[src/rtl/mux_arb_pkg.sv]
// ============================================================================
// Module  : mux_arb_pkg
// Brief   : Shared state encoding and select constants for the 2-source
//           round-robin mux arbiter.
// Revision: 1.0  initial release
// ============================================================================
`default_nettype none

package mux_arb_pkg;

    localparam logic [1:0] ST_IDLE  = 2'd0;
    localparam logic [1:0] ST_GNT_A = 2'd1;
    localparam logic [1:0] ST_GNT_B = 2'd2;

    localparam logic SEL_A = 1'b0;
    localparam logic SEL_B = 1'b1;

    typedef enum logic [1:0] {
        S_IDLE  = ST_IDLE,
        S_GNT_A = ST_GNT_A,
        S_GNT_B = ST_GNT_B
    } arb_state_e;

    // Grant state that corresponds to a given select value.
    function automatic arb_state_e grant_state(input logic sel_v);
        return (sel_v == SEL_B) ? S_GNT_B : S_GNT_A;
    endfunction

endpackage

`default_nettype wire

[src/rtl/mux2_bus.sv]
// ============================================================================
// Module  : mux2_bus
// Brief   : WIDTH-wide 2:1 mux, y = ~sel&a | sel&b per bit.
// Revision: 1.0  initial release
// ============================================================================
`default_nettype none

module mux2_bus #(
    parameter int WIDTH = 8
) (
    input  logic [WIDTH-1:0] a_i,
    input  logic [WIDTH-1:0] b_i,
    input  logic             sel_i,
    output logic [WIDTH-1:0] y_o
);

    for (genvar i = 0; i < WIDTH; i++) begin : g_bit
        assign y_o[i] = (~sel_i & a_i[i]) | (sel_i & b_i[i]);
    end

endmodule

`default_nettype wire

[src/rtl/mux2_rr_arbiter.sv]
// ============================================================================
// Module  : mux2_rr_arbiter
// Brief   : Round-robin burst arbiter and 2:1 data path for two valid/ready
//           sources sharing one output channel.
// Revision: 1.0  initial release
// ============================================================================
`default_nettype none

module mux2_rr_arbiter
    import mux_arb_pkg::*;
#(
    parameter int WIDTH     = 8,
    parameter int BURST_LEN = 4,
    parameter int CNT_W     = 2
) (
    input  logic             clk,
    input  logic             rst_n,
    input  logic             a_valid,
    input  logic [WIDTH-1:0] a_data,
    output logic             a_ready,
    input  logic             b_valid,
    input  logic [WIDTH-1:0] b_data,
    output logic             b_ready,
    output logic             out_valid,
    output logic [WIDTH-1:0] out_data,
    input  logic             out_ready,
    output logic             sel
);

    localparam logic [CNT_W-1:0] CNT_LAST = CNT_W'(BURST_LEN - 1);
    localparam logic [CNT_W-1:0] CNT_ONE  = CNT_W'(1);

    arb_state_e       state_q, state_d;
    logic [CNT_W-1:0] cnt_q, cnt_d;
    logic             last_q, last_d;

    logic w_gnt_a;
    logic w_gnt_b;
    logic w_cur_sel;
    logic w_x_valid;
    logic w_other_valid;
    logic w_xfer;
    logic w_forced_end;

    assign w_gnt_a       = (state_q == S_GNT_A);
    assign w_gnt_b       = (state_q == S_GNT_B);
    assign w_cur_sel     = w_gnt_b ? SEL_B : SEL_A;
    assign w_x_valid     = w_gnt_b ? b_valid : a_valid;
    assign w_other_valid = w_gnt_b ? a_valid : b_valid;

    // sel depends on state only, so no input reaches it combinationally.
    assign sel       = w_gnt_b;
    assign out_valid = (w_gnt_a & a_valid) | (w_gnt_b & b_valid);
    assign a_ready   = w_gnt_a & a_valid & out_ready;
    assign b_ready   = w_gnt_b & b_valid & out_ready;
    assign w_xfer    = out_valid & out_ready;
    assign w_forced_end = w_xfer & (cnt_q == CNT_LAST);

    mux2_bus #(
        .WIDTH (WIDTH)
    ) u_mux (
        .a_i   (a_data),
        .b_i   (b_data),
        .sel_i (sel),
        .y_o   (out_data)
    );

    always_comb begin
        state_d = state_q;
        cnt_d   = cnt_q;
        last_d  = last_q;

        case (state_q)
            S_IDLE: begin
                cnt_d = '0;
                if (a_valid && b_valid) begin
                    state_d = grant_state(~last_q);
                end else if (a_valid) begin
                    state_d = S_GNT_A;
                end else if (b_valid) begin
                    state_d = S_GNT_B;
                end
            end

            S_GNT_A, S_GNT_B: begin
                if (!w_x_valid || w_forced_end) begin
                    cnt_d  = '0;
                    last_d = w_cur_sel;
                    if (w_other_valid) begin
                        state_d = grant_state(~w_cur_sel);
                    end else if (w_forced_end) begin
                        // forced end implies the current source is still valid
                        state_d = state_q;
                    end else begin
                        state_d = S_IDLE;
                    end
                end else if (w_xfer) begin
                    cnt_d = cnt_q + CNT_ONE;
                end
            end

            default: begin
                state_d = S_IDLE;
                cnt_d   = '0;
            end
        endcase
    end

    always_ff @(posedge clk or negedge rst_n) begin
        if (!rst_n) begin
            state_q <= S_IDLE;
            cnt_q   <= '0;
            last_q  <= SEL_B;
        end else begin
            state_q <= state_d;
            cnt_q   <= cnt_d;
            last_q  <= last_d;
        end
    end

endmodule

`default_nettype wire

[config.mk]
export PLATFORM = sky130hd
export DESIGN_NAME = mux2_rr_arbiter
export DESIGN_NICKNAME = d
export VERILOG_FILES = /design/src/rtl/mux_arb_pkg.sv /design/src/rtl/mux2_bus.sv /design/src/rtl/mux2_rr_arbiter.sv
export SDC_FILE = /design/constraint.sdc
export NUM_CORES = 1
export LEC_CHECK = 0
export BUFFER_PORTS_ARGS = -buffer_cell sky130_fd_sc_hd__buf_4
export CORE_MARGIN = 4
export CORE_UTILIZATION = 25
export CTS_CLUSTER_SIZE = 20
export DETAILED_ROUTE_END_ITERATION = 8
export RECOVER_POWER = 25
export SETUP_SLACK_MARGIN = 0.15
export SYNTH_ARGS = -nofsm -noshare
export SYNTH_HDL_FRONTEND = slang
export SYNTH_SLANG_ARGS = --single-unit
[constraint.sdc]
create_clock -name clk -period 2.66 [get_ports clk]
set_input_delay 0.133 -clock clk [delete_from_list [all_inputs] [get_ports clk]]
set_output_delay 0.133 -clock clk [all_outputs]
set_load 0.005 [all_outputs]
==> impl_metrics.yaml <==
status:
  run_status: "finished clean"
worst_hold_path:
  whs_path_depth: 3
  holdCritStartpoint: "out_ready"
  hold_wc_path_type: "in -> reg"
  end_point_of_the_most_critical_hold_path: "cnt_q[1]"
timing:
  finalHoldViolCount: 0
  min_period_ns: 2.06
  rsz0062_at_grt: "false"
  final_min_period_over_clock_period: 0.773
  final.setup_skew_ns: 0.00160
  timing.slew.headroom: 0.771
  worst-slew-pin-transition_ns: 0.344
  final.setup.tns_ns: 0
  max_clock_freq_ghz: 0.486
  finalSetupViolCount: 0
  drv_slew: 0
  final.hold.worst_slack_ns: 0.188
layout:
  post-route-cell-area_um2: 832
  final_core_util: 0.416
  diodes: 0
  design.final.nets: 114
  layout-drive-gt1-share: 0.552
  synthToLayoutAreaGrowth_pct: 56.1
drt:
  drt-initial-drc-count: 8
  post-route-drc-count: 0
  routed_wire_length_per_instance_um: 11.7
  routed_via_density: 4.41
  final_antenna_net_count: 0
  drtPass1Iterations: 3
  drt_wirelength_um: 1330
  vias: 503
floorplanning:
  design.portCount: 33
  dieHeight_um: 54.2
  total_die_area_um2: 2930
  floorplan.core_area_um2: 2000
  rows: 16
  floorplan.initialDensity: 0.266
  die_w_um: 54.2
power_and_ir_drop:
  vdd_ir_drop_max_mv: 0.394
  leakagePower_nw: 0.402
  power-per-cell-area_nw_per_um2: 884
logic_synthesis:
  most_frequently_used_cell_type_in_the_post_synthesis_netlist: "sky130_fd_sc_hd__mux2_2"
  netlist.area_leader.share: 0.188
  synth_warnings: 0
  seq_area_frac_synth: 0.237
  yosys-top-cells-area: "sky130_fd_sc_hd__dfrtp_1, sky130_fd_sc_hd__mux2_2, sky130_fd_sc_hd__ha_1"
  synth_commonest_cells: "sky130_fd_sc_hd__mux2_2, sky130_fd_sc_hd__ha_1, sky130_fd_sc_hd__dfrtp_1, sky130_fd_sc_hd__nand2_1, sky130_fd_sc_hd__nor2b_1"
  synth_fp_nets: 77
  yosys.area.top_type: "sky130_fd_sc_hd__dfrtp_1"
  yosysUniqueCellTypes: 23
  synth-seq-cells: 5
  ys_dominant_reg_cell: "sky130_fd_sc_hd__dfrtp_1"
  synth_edf_count: 0
  async_reset_ff_frac: 1.00
  synthesized_area_divided_by_synthesized_cell_count_um2: 10.5
  synth.cell_area_um2: 533
  synthesis.instances: 51
setup_path:
  cp.required_ns: 2.78
  worst-r2r-setup-slack_ns: 0.60
  worstPathArrival_ns: 2.18
  r2r.worst_path.cells: 6
  timing.critical_path.to_type: "flop"
  cp-start-kind: "flop"
  worstSetupPathType: "reg -> reg"
  rr_startpoint: "state_q[0]"
  destination_of_the_worst_register_to_register_timing_path: "state_q[1]"
  critical_path_maximum_fanout: 8
global_routing:
  grt_start_max_net_pins: 10
  grt_total_usage: 0.0974
  grt-ovfl-total: 0
  grt_antenna_before_repair: 0
  first_global_vias: 489
  grt_first_pass_wirelength_um: 2050
clock_network:
  clk_pin_slew_ns: 0.04
  clock_tree_from_tritoncts: "done"
  tritoncts.num_buffers: 3
  insertion_delay_ns: 0.24
  maximum_clock_path_buffer_count: 2
  clock_root_buffer: "sky130_fd_sc_hd__clkbuf_4"
  cts.sink_count: 5
  htree_levels: 1
placement:
  post-dp-hpwl_um: 1170
  place.port_buffers: 32
  placed_cell_area_um2: 800
  gpl.final_weighted_congestion: 0.743
flow_run:
  cap_violations: 0
[worst max path at each step]
stage,end,slack [ns],start
3_5_place_dp,state_q[1],0.60,state_q[0]
6_report,state_q[1],0.60,state_q[0]
5_1_grt,state_q[1],0.50,state_q[0]
4_1_cts,state_q[1],0.59,state_q[0]
3_3_place_gp,state_q[1],0.63,state_q[0]
2_1_floorplan,state_q[1],0.76,state_q[0]
[registers in the layout, indices dropped and copies added (netlist names)]
register,flops
cnt_q,2
state_q,2
last_q,1
[area by class of cell]
| class | count | area, um2 |
|---|---|---|
| well taps | 27 | 33.8 |
| repair buffers | 34 | 254 |
| flip-flops and latches | 5 | 126 |
| multi-input cells | 42 | 384 |
| fillers | 211 | 1170 |
| clock buffers | 4 | 26.3 |
| inverters | 2 | 7.51 |
[placed cells by master, fill, tap and decap left out]
cell type	n
sky130_fd_sc_hd__nor2_1	1
sky130_fd_sc_hd__mux2i_1	2
sky130_fd_sc_hd__o21ai_0	1
sky130_fd_sc_hd__a32o_1	1
sky130_fd_sc_hd__o221ai_2	1
sky130_fd_sc_hd__mux2_4	2
sky130_fd_sc_hd__clkbuf_1	2
sky130_fd_sc_hd__buf_4	32
sky130_fd_sc_hd__a32oi_4	1
sky130_fd_sc_hd__nand2b_1	2
sky130_fd_sc_hd__xor2_1	1
sky130_fd_sc_hd__dfstp_2	1
sky130_fd_sc_hd__nand3_1	2
sky130_fd_sc_hd__clkbuf_4	3
sky130_fd_sc_hd__inv_1	2
sky130_fd_sc_hd__ha_1	5
sky130_fd_sc_hd__a22o_1	2
sky130_fd_sc_hd__a21oi_1	2
sky130_fd_sc_hd__mux2_2	8
sky130_fd_sc_hd__dfrtp_1	4
sky130_fd_sc_hd__dlygate4sd3_1	1
sky130_fd_sc_hd__nand2_1	4
sky130_fd_sc_hd__nor2b_1	3
sky130_fd_sc_hd__nand3b_1	2
sky130_fd_sc_hd__and3_1	2
[where the power goes]
part / leakage (nW) / switching [mW] / internal (mW)
clock: 0.0150 / 0.0278 / 0.0565
combinational: 0.324 / 0.226 / 0.297
sequential: 0.0635 / 0.0201 / 0.108
[worst max-delay path: stages (launching register included)]
cell and delay (ns):
sky130_fd_sc_hd__dfrtp_1 0.39, sky130_fd_sc_hd__inv_1 0.10, sky130_fd_sc_hd__ha_1 0.37, sky130_fd_sc_hd__mux2_4 0.36, sky130_fd_sc_hd__a32oi_4 0.25, sky130_fd_sc_hd__o221ai_2 0.15
sky130_fd_sc_hd__mux2_4 0.32
[per-stage QoR]
stage	setup slack [ns]	total power, mW	instances
final	0.603	0.735	114
after global routing	0.505	0.800	114
after CTS	0.593	0.750	114
after detailed placement	0.603	0.657	109
after global placement	0.635	0.652	109
after floorplan	0.757	0.497	51
[logic make-up (layout without fill, tap and decap cells)]
logic type / count (synthesis) / count (layout) / share of synthesized area
simple gates: 16 / 16 / 0.164
mux: 12 / 12 / 0.263
compound gates: 8 / 8 / 0.160
fa+ha+maj: 5 / 5 / 0.117
flops: 5 / 5 / 0.237
buf+inv: 4 / 40 / 0.0423
xor+xnor: 1 / 1 / 0.0164
[layer usage]
layer  routed length [um]  GRT usage
met1                  524      0.101
met5                    0          0
met2                  706      0.173
met4                    0     0.0498
met3                  102     0.0305
[timing repair]
action,in CTS,in global routing
hold buffers,1,0
gates resized for setup,0,0
endpoints found under the setup margin,0,0
hold endpoints to repair,5,0
setup buffers,0,0
(Power assumes the default switching activity.)
